$ cat config.mk
export PLATFORM = sky130hd
export DESIGN_NAME = dffram_ahbl_ctrl
export DESIGN_NICKNAME = d
export VERILOG_FILES = /design/src/rtl/dffram_ahbl_pkg.sv /design/src/rtl/dffram_wbuf.sv /design/src/rtl/dffram_ahbl_ctrl.sv
export SDC_FILE = /design/constraint.sdc
export NUM_CORES = 1
export LEC_CHECK = 0
export CORE_ASPECT_RATIO = 1.1
export CORE_MARGIN = 1
export CORE_UTILIZATION = 30
export CTS_CLUSTER_DIAMETER = 50
export DETAILED_ROUTE_END_ITERATION = 6
export PLACE_DENSITY = 0.67
export RECOVER_POWER = 50
export SETUP_SLACK_MARGIN = 0.5
export SLEW_MARGIN = 20
export SYNTH_ARGS = -nofsm -noshare
export SYNTH_HDL_FRONTEND = slang
export SYNTH_SLANG_ARGS = --single-unit
$ cat constraint.sdc
create_clock -name HCLK -period 2.93 [get_ports HCLK]
set_input_delay 0.586 -clock HCLK [delete_from_list [all_inputs] [get_ports HCLK]]
set_output_delay 0.586 -clock HCLK [all_outputs]
set_load 0.05 [all_outputs]
$ cat src/rtl/dffram_ahbl_pkg.sv
// Shared AHB-Lite encodings, controller FSM states and
// byte-lane decode for the DFFRAM AHB-Lite controller.
package dffram_ahbl_pkg;

    localparam logic [1:0] HTRANS_IDLE   = 2'b00;
    localparam logic [1:0] HTRANS_BUSY   = 2'b01;
    localparam logic [1:0] HTRANS_NONSEQ = 2'b10;
    localparam logic [1:0] HTRANS_SEQ    = 2'b11;

    localparam logic [2:0] HSIZE_BYTE = 3'b000;
    localparam logic [2:0] HSIZE_HALF = 3'b001;
    localparam logic [2:0] HSIZE_WORD = 3'b010;

    localparam logic HRESP_OKAY  = 1'b0;
    localparam logic HRESP_ERROR = 1'b1;

    typedef enum logic [1:0] {
        ST_IDLE,
        ST_RWAIT,
        ST_ERR1,
        ST_ERR2
    } state_t;

    typedef struct packed {
        logic       legal;
        logic [3:0] we;
    } lane_t;

    // Anything not naturally aligned falls back to full-word lanes.
    function automatic lane_t lane_decode(
        input logic [2:0] size,
        input logic [1:0] a
    );
        lane_t r;
        r.legal = 1'b0;
        r.we    = 4'hF;
        unique case (size)
            HSIZE_BYTE: begin
                r.legal = 1'b1;
                r.we    = 4'b0001 << a;
            end
            HSIZE_HALF: begin
                r.legal = ~a[0];
                if (!a[0])
                    r.we = a[1] ? 4'b1100 : 4'b0011;
            end
            HSIZE_WORD: begin
                r.legal = (a == 2'b00);
            end
            default: begin
                r.legal = 1'b0;
            end
        endcase
        return r;
    endfunction

endpackage

$ cat src/rtl/dffram_wbuf.sv
// Single-entry posted-write buffer with read-hit byte forwarding
// for the DFFRAM AHB-Lite controller.
module dffram_wbuf
    import dffram_ahbl_pkg::*;
#(
    parameter int AW = 8
) (
    input  logic          i_clk,
    input  logic          i_rst_n,
    input  logic          i_cap,
    input  logic [AW-1:0] i_cap_addr,
    input  logic [3:0]    i_cap_we,
    input  logic          i_wdp,
    input  logic [31:0]   i_wdata,
    input  logic          i_drain,
    input  logic          i_rd,
    input  logic [AW-1:0] i_rd_addr,
    input  logic [31:0]   i_ram_rdata,
    output logic          o_pend,
    output logic [AW-1:0] o_addr,
    output logic [3:0]    o_we,
    output logic [31:0]   o_data,
    output logic [31:0]   o_rdata
);

    logic [31:0]   r_data;
    logic [AW-1:0] r_addr;
    logic [3:0]    r_we;
    logic          r_pend;
    logic [3:0]    r_fwd;
    logic          w_hit;

    // A write still in its data phase counts as buffered.
    assign w_hit = (i_rd_addr == r_addr) & (r_pend | i_wdp);

    always_ff @(posedge i_clk or negedge i_rst_n) begin
        if (!i_rst_n) begin
            r_data <= '0;
            r_addr <= '0;
            r_we   <= '0;
            r_pend <= 1'b0;
            r_fwd  <= '0;
        end else begin
            if (i_cap) begin
                r_addr <= i_cap_addr;
                r_we   <= i_cap_we;
            end
            if (i_wdp) begin
                for (int i = 0; i < 4; i++)
                    if (r_we[i])
                        r_data[8*i +: 8] <= i_wdata[8*i +: 8];
            end
            if (i_drain)
                r_pend <= 1'b0;
            else if (i_wdp)
                r_pend <= 1'b1;
            if (i_rd)
                r_fwd <= w_hit ? r_we : 4'h0;
        end
    end

    always_comb begin
        o_rdata = i_ram_rdata;
        for (int i = 0; i < 4; i++)
            if (r_fwd[i])
                o_rdata[8*i +: 8] = r_data[8*i +: 8];
    end

    assign o_pend = r_pend;
    assign o_addr = r_addr;
    assign o_we   = r_we;
    assign o_data = r_data;

endmodule

$ cat src/rtl/dffram_ahbl_ctrl.sv
// AHB-Lite slave controller for single-port DFFRAM macros with
// posted writes, optional read wait state and ERROR responses.
module dffram_ahbl_ctrl
    import dffram_ahbl_pkg::*;
#(
    parameter int NUM_WORDS = 256,
    parameter int AW        = $clog2(NUM_WORDS),
    parameter int RAM_RLAT  = 0,
    parameter bit ERR_EN    = 1'b1
) (
    input  logic          HCLK,
    input  logic          HRESETn,
    input  logic          HSEL,
    input  logic [31:0]   HADDR,
    input  logic [1:0]    HTRANS,
    input  logic          HWRITE,
    input  logic [2:0]    HSIZE,
    input  logic          HREADY,
    input  logic [31:0]   HWDATA,
    output logic          HREADYOUT,
    output logic          HRESP,
    output logic [31:0]   HRDATA,
    output logic          ram_en,
    output logic [3:0]    ram_we,
    output logic [AW-1:0] ram_addr,
    output logic [31:0]   ram_wdata,
    input  logic [31:0]   ram_rdata
);

    state_t        r_state;
    state_t        w_next;
    logic          r_wdp;
    lane_t         w_lane;
    logic          w_acc;
    logic          w_legal;
    logic          w_bad;
    logic          w_wr;
    logic          w_rd;
    logic          w_drain;
    logic [AW-1:0] w_addr;
    logic          w_pend;
    logic [AW-1:0] w_buf_addr;
    logic [3:0]    w_buf_we;
    logic [31:0]   w_buf_data;
    logic          w_hreadyout;
    logic          w_hresp;
    logic          w_unused;

    assign w_unused = &{1'b0, HTRANS[0], HADDR[31:AW+2]};

    assign w_acc   = HSEL & HREADY & HTRANS[1];
    assign w_lane  = lane_decode(HSIZE, HADDR[1:0]);
    assign w_legal = w_lane.legal | ~ERR_EN;
    assign w_bad   = w_acc & ~w_legal;
    assign w_wr    = w_acc & HWRITE & w_legal;
    assign w_rd    = w_acc & ~HWRITE & w_legal;
    assign w_addr  = HADDR[AW+1:2];

    // Reads always win the port; the buffered write waits.
    assign w_drain = (w_pend | r_wdp) & ~w_rd;

    always_ff @(posedge HCLK or negedge HRESETn) begin
        if (!HRESETn) begin
            r_state <= ST_IDLE;
            r_wdp   <= 1'b0;
        end else begin
            r_state <= w_next;
            r_wdp   <= w_wr;
        end
    end

    always_comb begin
        w_next      = r_state;
        w_hreadyout = 1'b1;
        w_hresp     = HRESP_OKAY;
        unique case (r_state)
            ST_IDLE, ST_ERR2: begin
                if (r_state == ST_ERR2)
                    w_hresp = HRESP_ERROR;
                if (w_bad)
                    w_next = ST_ERR1;
                else if (w_rd && RAM_RLAT != 0)
                    w_next = ST_RWAIT;
                else
                    w_next = ST_IDLE;
            end
            ST_RWAIT: begin
                w_hreadyout = 1'b0;
                w_next      = ST_IDLE;
            end
            ST_ERR1: begin
                w_hreadyout = 1'b0;
                w_hresp     = HRESP_ERROR;
                w_next      = ST_ERR2;
            end
            default: begin
                w_next = ST_IDLE;
            end
        endcase
    end

    dffram_wbuf #(
        .AW(AW)
    ) u_wbuf (
        .i_clk       (HCLK),
        .i_rst_n     (HRESETn),
        .i_cap       (w_wr),
        .i_cap_addr  (w_addr),
        .i_cap_we    (w_lane.we),
        .i_wdp       (r_wdp),
        .i_wdata     (HWDATA),
        .i_drain     (w_drain),
        .i_rd        (w_rd),
        .i_rd_addr   (w_addr),
        .i_ram_rdata (ram_rdata),
        .o_pend      (w_pend),
        .o_addr      (w_buf_addr),
        .o_we        (w_buf_we),
        .o_data      (w_buf_data),
        .o_rdata     (HRDATA)
    );

    assign ram_en    = w_rd | w_drain;
    assign ram_we    = w_drain ? w_buf_we : 4'h0;
    assign ram_addr  = w_rd ? w_addr : w_buf_addr;
    assign ram_wdata = r_wdp ? HWDATA : w_buf_data;

    assign HREADYOUT = w_hreadyout;
    assign HRESP     = w_hresp;

endmodule

# == Yosys cells after proc, flatten, opt, wreduce, memory -nomap -nowiden ==
# Cells that the tools add are included.
# op_classes
n_eq_ne,6
shift,1
mux,19
n_bitwise,15
reduce_logical,10
# ops
cell,n
two-way mux 8 bit,5
two-way mux 32 bit,1
two-way mux 4 bit,4
bitwise AND 1 bit,9
equality test 8 bit,1
one-hot mux 4 bit (2 select lines),1
AND reduction 2 bit,4
one-hot mux 2 bit (3 select lines),1
equality test 2 bit (second input constant),2
zero test 2 bit,2
two-way mux 1 bit,4
NOT 1 bit,4
OR reduction 2 bit,2
<< shifter 1 x 2 -> 4 bit (first input constant),1
equality test 3 x 1 -> 1 bit (second input constant),1
equality test 3 x 2 -> 1 bit (second input constant),1
zero test 3 bit,1
one-hot mux 1 bit (3 select lines),1
equality test 2 x 1 -> 1 bit (second input constant),1
two-way mux 2 bit,1
OR 1 bit,2
one-hot mux 1 bit (2 select lines),1
nonzero test 2 bit,1
# totals
register_bits,52
input_bits,106
out_inout_bits,79
elab_cells,61

# == Longest topological paths before layout ==
# Gate-level depths: netlist of run 1.
# depth
ltp_word,7
mapped_depth,5
mapped_depth_nobuf,4

# == Hierarchy ==
# Synthesis of run 1 repeated with hierarchy kept, for this count alone.
# unflattened
hier_cells,247
area_unflattened_um2,3078.0
# by_module_without_submodules
module,instances,cells_each,area_each_um2,seq_area_each_um2
dffram_wbuf,1,166,2294.7,1226.2
dffram_ahbl_ctrl,1,81,783.3,75.1

# == Worst setup path after synthesis of run 1 ==
# No wires, ideal clock.
# synth_path
path_type,input-to-output
startpoint,in HADDR[0]
endpoint,out ram_we[0]
arrival_ns,2.350
t_required_ns,2.344
setup_slack_ns,-0.006
path_stages,5
path_buffers,1
path_cell_list,a21oi_1 > o21bai_2 > nor3_4 > buf_8 > nor3b_1
# synth_between
elab_chain_len,6
elab_cells_between_ends,7
classes_between,mux: 2; bitwise: 4; reduce/logical: 1
# synth_lines
item,line_no,source
"start, declared",dffram_ahbl_ctrl.sv:14,"input logic [31:0] HADDR,"
zero test 2 bit / NOT 1 bit (equally long branches),"dffram_ahbl_pkg.sv:48, dffram_ahbl_pkg.sv:43",
one-hot mux 1 bit (3 select lines) *,dffram_ahbl_pkg.sv:37,unique case (size)
bitwise AND 1 bit *,dffram_ahbl_ctrl.sv:56,assign w_rd = w_acc & ~HWRITE & w_legal;
NOT 1 bit *,dffram_ahbl_ctrl.sv:60,assign w_drain = (w_pend | r_wdp) & ~w_rd;
bitwise AND 1 bit *,dffram_ahbl_ctrl.sv:60,
two-way mux 4 bit *,dffram_ahbl_ctrl.sv:124,assign ram_we = w_drain ? w_buf_we : 4'h0;
"end, declared",dffram_ahbl_ctrl.sv:24,"output logic [3:0] ram_we,"
# Every way passes the cells marked *; elsewhere a longest branch is shown, timed or not.

# == Worst setup path after layout of run 1 ==
# layout_path
startpoint,in HADDR[0]
endpoint,out ram_addr[7]
# layout_between
elab_chain_len,4
elab_cells_between_ends,5
classes_between,mux: 2; bitwise: 2; reduce/logical: 1
# layout_lines
item,line_no,source
zero test 2 bit / NOT 1 bit (equally long branches),"dffram_ahbl_pkg.sv:48, dffram_ahbl_pkg.sv:43",
one-hot mux 1 bit (3 select lines) *,dffram_ahbl_pkg.sv:37,
bitwise AND 1 bit *,dffram_ahbl_ctrl.sv:56,
two-way mux 8 bit *,dffram_ahbl_ctrl.sv:125,assign ram_addr = w_rd ? w_addr : w_buf_addr;
"end, declared",dffram_ahbl_ctrl.sv:25,"output logic [AW-1:0] ram_addr,"
# Marks and branches as above.

==> results_dict.tcl, run 1 <==
set metrics [dict create \
    clock_latency_ps 310 \
    slew_violations 0 \
    antenna_found_initial 0 \
    grt_use_total_pct 15.44 \
    post-place-ws_ps 53.22 \
    worstHoldEndpoint "u_wbuf.o_data[28]$_DFFE_PN0P_" \
    cts_root_buf "clkbuf_8" \
    synth-seq-area-share_pct 42.64 \
    ios 185 \
    timing.rr.end "u_wbuf.o_data[15]$_DFFE_PN0P_" \
    netlist_area_sq_um 3052 \
    cp.required_ps 2340 \
    tightest_slew_ps 1274 \
    detail-route-antenna-nets 0 \
    dp_cells 513 \
    synth_edf_count 0 \
    rsz0062_at_grt "true" \
    yosys-top-cells-area "dfrtp_1 (43%), mux2_2 (42%), xor2_1 (2.3%)" \
    rrSetupSlack_ps 1310 \
    start_kind "input pin" \
    fmax_mhz 385.4 \
    final_cells 528 \
    maxCapViolations 0 \
    avgViaCountPerCell 4.720 \
    cts_max_level 2 \
    critPathTopFamily "buffers and inverters" \
    setup_viol 0 \
    leakage_nw 2.142 \
    ctsLongestPathBuffers 2 \
    grt_max_degree 53 \
    synth_fp_nets 342 \
    period_minus_slack_ps 2595 \
    finalSetupTns_ps 0 \
    ys_types 27 \
    cts_inserted_buffers 5 \
    violations "design-rule violations" \
    grt_busiest_layer "met2" \
    grt_pass1_vias 2632 \
    fin_skew_ps 11.27 \
    ys_top_cells_by_count "mux2_2 (115), dfrtp_1 (52), inv_1 (8), xor2_1 (8)" \
    drt_iter0_markers 58 \
    grt.met1_usage_pct 18.68 \
    hold_viol 0 \
    pwr-share-clk_pct 18.2 \
    die_w_um 98.17 \
    portBuffers 161 \
    grt_first_pass_wirelength_mm 13.05 \
    powerDensity_nw_per_um2 482.6 \
    syn_to_final_growth_pct 64.17 \
    fin_ws_ps 335.4 \
    synthCells 234 \
    drc 13 \
    intPower_mw 1.459 \
    start_util_pct 30.86 \
    wl_per_cell_um 14.92 \
    async_flop_share_pct 100.0 \
    die_y_um 107.8 \
    core_sq_um 9889 \
    cp.arrival_ps 2010 \
    r2r_cells 3 \
    sw_frac_of_total_pct 39.67 \
    drive_gt1_share_pct 50.49 \
    nets 515 \
    worstPathMaxFanout 5 \
    path_buf_inv 4 \
    grt_use_met2_pct 27.41 \
    grt_overflow 0 \
    pwr-share-seq_pct 37.0 \
    rr_startpoint "r_wdp$_DFF_PN0_" \
    yosysMostFrequentCell "mux2_2" \
    drt_first_pass_iters 7 \
    hold_path.class "flop to flop" \
    ys_ff_latch 52 \
    cp-end-kind "output pin" \
    finalWeightedCongestion 0.7603 \
    vias 2492 \
    dieArea_sq_um 10580 \
    n_antenna_cell 0 \
    dpl.hpwl_mm 5.729 \
    utilization_pct 50.66 \
    syn_area_per_cell_sq_um 13.04 \
    holdPathStages 1 \
    cts_sinks 52 \
    pwr-share-comb_pct 44.8 \
    ys_warn_count 0 \
    p_sw_mw 0.9589 \
    max_slew_margin_pct 15.05 \
    synth_top_area_share_pct 42.64 \
    synth_area_leader_cell "dfrtp_1" \
    fillers 920 \
    path_cells "clkbuf_1 > nor3_1 > o21bai_4 > nor3_4 > buf_6 > buf_12 > mux2_4 > buf_8" \
    core.rowCount 38 \
    worst_path_max_delay_cell "nor3_1" \
    totalWireLength_mm 7.876 \
    grtUsageMet3_pct 4.221 \
    ir_drop_mv 0.3215 \
    hold_ws_ps 533.6 \
    hp-start "u_wbuf.o_data[28]$_DFFE_PN0P_" \
    synth_flop_cell "dfrtp_1" \
    cp_slowest_stage_delay_ps 330 \
    post-route-period-util_pct 88.55 \
    worstSetupPathType "input pin to output pin" \
    cts_tree "yes" \
    clk_transition_reported_paths_ps 90 \
    status "complete, but fails checks" \
]
cells in the final DEF (no fill, tap or decap), types with 2 or more instances in the layout:
master / netlist / layout
dfrtp_1: 52 / 48
nor3_4: 2 / 2
nor3b_2: 0 / 4
nor2_1: 3 / 2
nand4_1: 4 / 4
clkdlybuf4s15_1: 0 / 3
buf_12: 0 / 4
o21ai_0: 5 / 5
mux2_4: 1 / 8
buf_2: 3 / 2
nand2_1: 4 / 4
clkbuf_1: 5 / 3
clkbuf_2: 0 / 2
mux2i_1: 4 / 4
dlygate4sd2_1: 0 / 32
inv_1: 8 / 8
nor4_1: 2 / 2
buf_8: 1 / 7
xor2_1: 8 / 8
ha_1: 2 / 2
clkbuf_8: 0 / 6
buf_6: 0 / 7
mux2_2: 115 / 108
dfrtp_2: 0 / 3
nor3_1: 1 / 2
clkdlybuf4s50_1: 0 / 72
buf_4: 1 / 43
clkinvlp_4: 0 / 2
stage by stage:
step	cell area, sq um	total power, mW
global placement	4753	1.983
CTS	4986	2.445
finish	5010	2.418
detailed placement	4753	1.993
global route	5010	2.537
floorplan	3074	1.619
power groups by stage:
stage                     Combinational [mW]  Clock, mW  Sequential, mW
after global placement                  1.08          0           0.905
after CTS                               1.09      0.456           0.896
final                                   1.08      0.440           0.894
after detailed placement                1.09          0           0.907
after floorplan                        0.777          0           0.843
after global routing                    1.14      0.486           0.912
cell families after synthesis:
family / after synthesis / share of synthesized area, %
AO/OA/AOI/OAI: 8 / 1.599
XOR/XNOR: 8 / 2.296
adder cells (fa/ha/maj): 2 / 0.8199
buffers and inverters: 18 / 2.829
flip-flops: 52 / 42.64
multiplexers: 120 / 44.24
AND/OR/NAND/NOR: 26 / 5.576
sequential cells by signal, indices dropped and copies added (netlist names):
name / flops
r_state: 2
r_wdp: 1
u_wbuf.o_addr: 8
u_wbuf.o_data: 32
u_wbuf.o_pend: 1
u_wbuf.o_we: 4
u_wbuf.r_fwd: 4
what timing repair did:
item | in CTS | in global routing
gates resized for setup | 97 | 9
gates cloned | 1 | 0
endpoints found under the hold margin | 0 | 0
buffers inserted | 2 | 4
pin swaps | 8 | 0
hold buffers | 0 | 0
setup endpoints to repair | 61 | 13
routing by layer:
layer | up-vias | share of wire (%)
met5 | - | 0
met4 | 0 | 0.80
met3 | 6 | 8.6
met2 | 90 | 50
met1 | 1201 | 40
li1 | 1195 | -
area by class of cell:
type	instances	area, sq um	area share [%]
inverters	8	30.03	0.5994
clock buffers	6	82.58	1.648
flip-flops and latches	52	1309	26.12
multi-input cells	164	1747	34.87
well taps	120	150.1	2.997
clock inverters	2	15.01	0.2997
repair buffers	176	1677	33.47
how the worst max path moves through the flow:
stage / start / to / slack [ps] / depth (start not counted)
finish: HADDR[0] / ram_addr[7] / 340 / 8
global route: HADDR[0] / ram_addr[7] / 220 / 8
CTS: HADDR[1] / ram_addr[7] / 500 / 8
detailed placement: HSIZE[0] / ram_addr[7] / 50 / 7
global placement: HSIZE[0] / ram_addr[7] / 50 / 7
floorplan: HADDR[0] / ram_we[0] / 480 / 5
No activity file was read; power rests on OpenSTA's default activity.
==> run 2: changes to the inputs <==
--- a/config.mk
+++ b/config.mk
@@ -5,11 +5,13 @@
 export SDC_FILE = /design/constraint.sdc
 export NUM_CORES = 1
 export LEC_CHECK = 0
+export ABC_CLOCK_PERIOD_IN_PS = 2930
 export CORE_ASPECT_RATIO = 1.1
 export CORE_MARGIN = 1
 export CORE_UTILIZATION = 30
 export CTS_CLUSTER_DIAMETER = 50
 export DETAILED_ROUTE_END_ITERATION = 6
+export GPL_TIMING_DRIVEN = 1
 export PLACE_DENSITY = 0.67
 export RECOVER_POWER = 50
 export SETUP_SLACK_MARGIN = 0.5
==> results of run 2 <==
Final layout, timing and power as in run 1 (identical DEF).
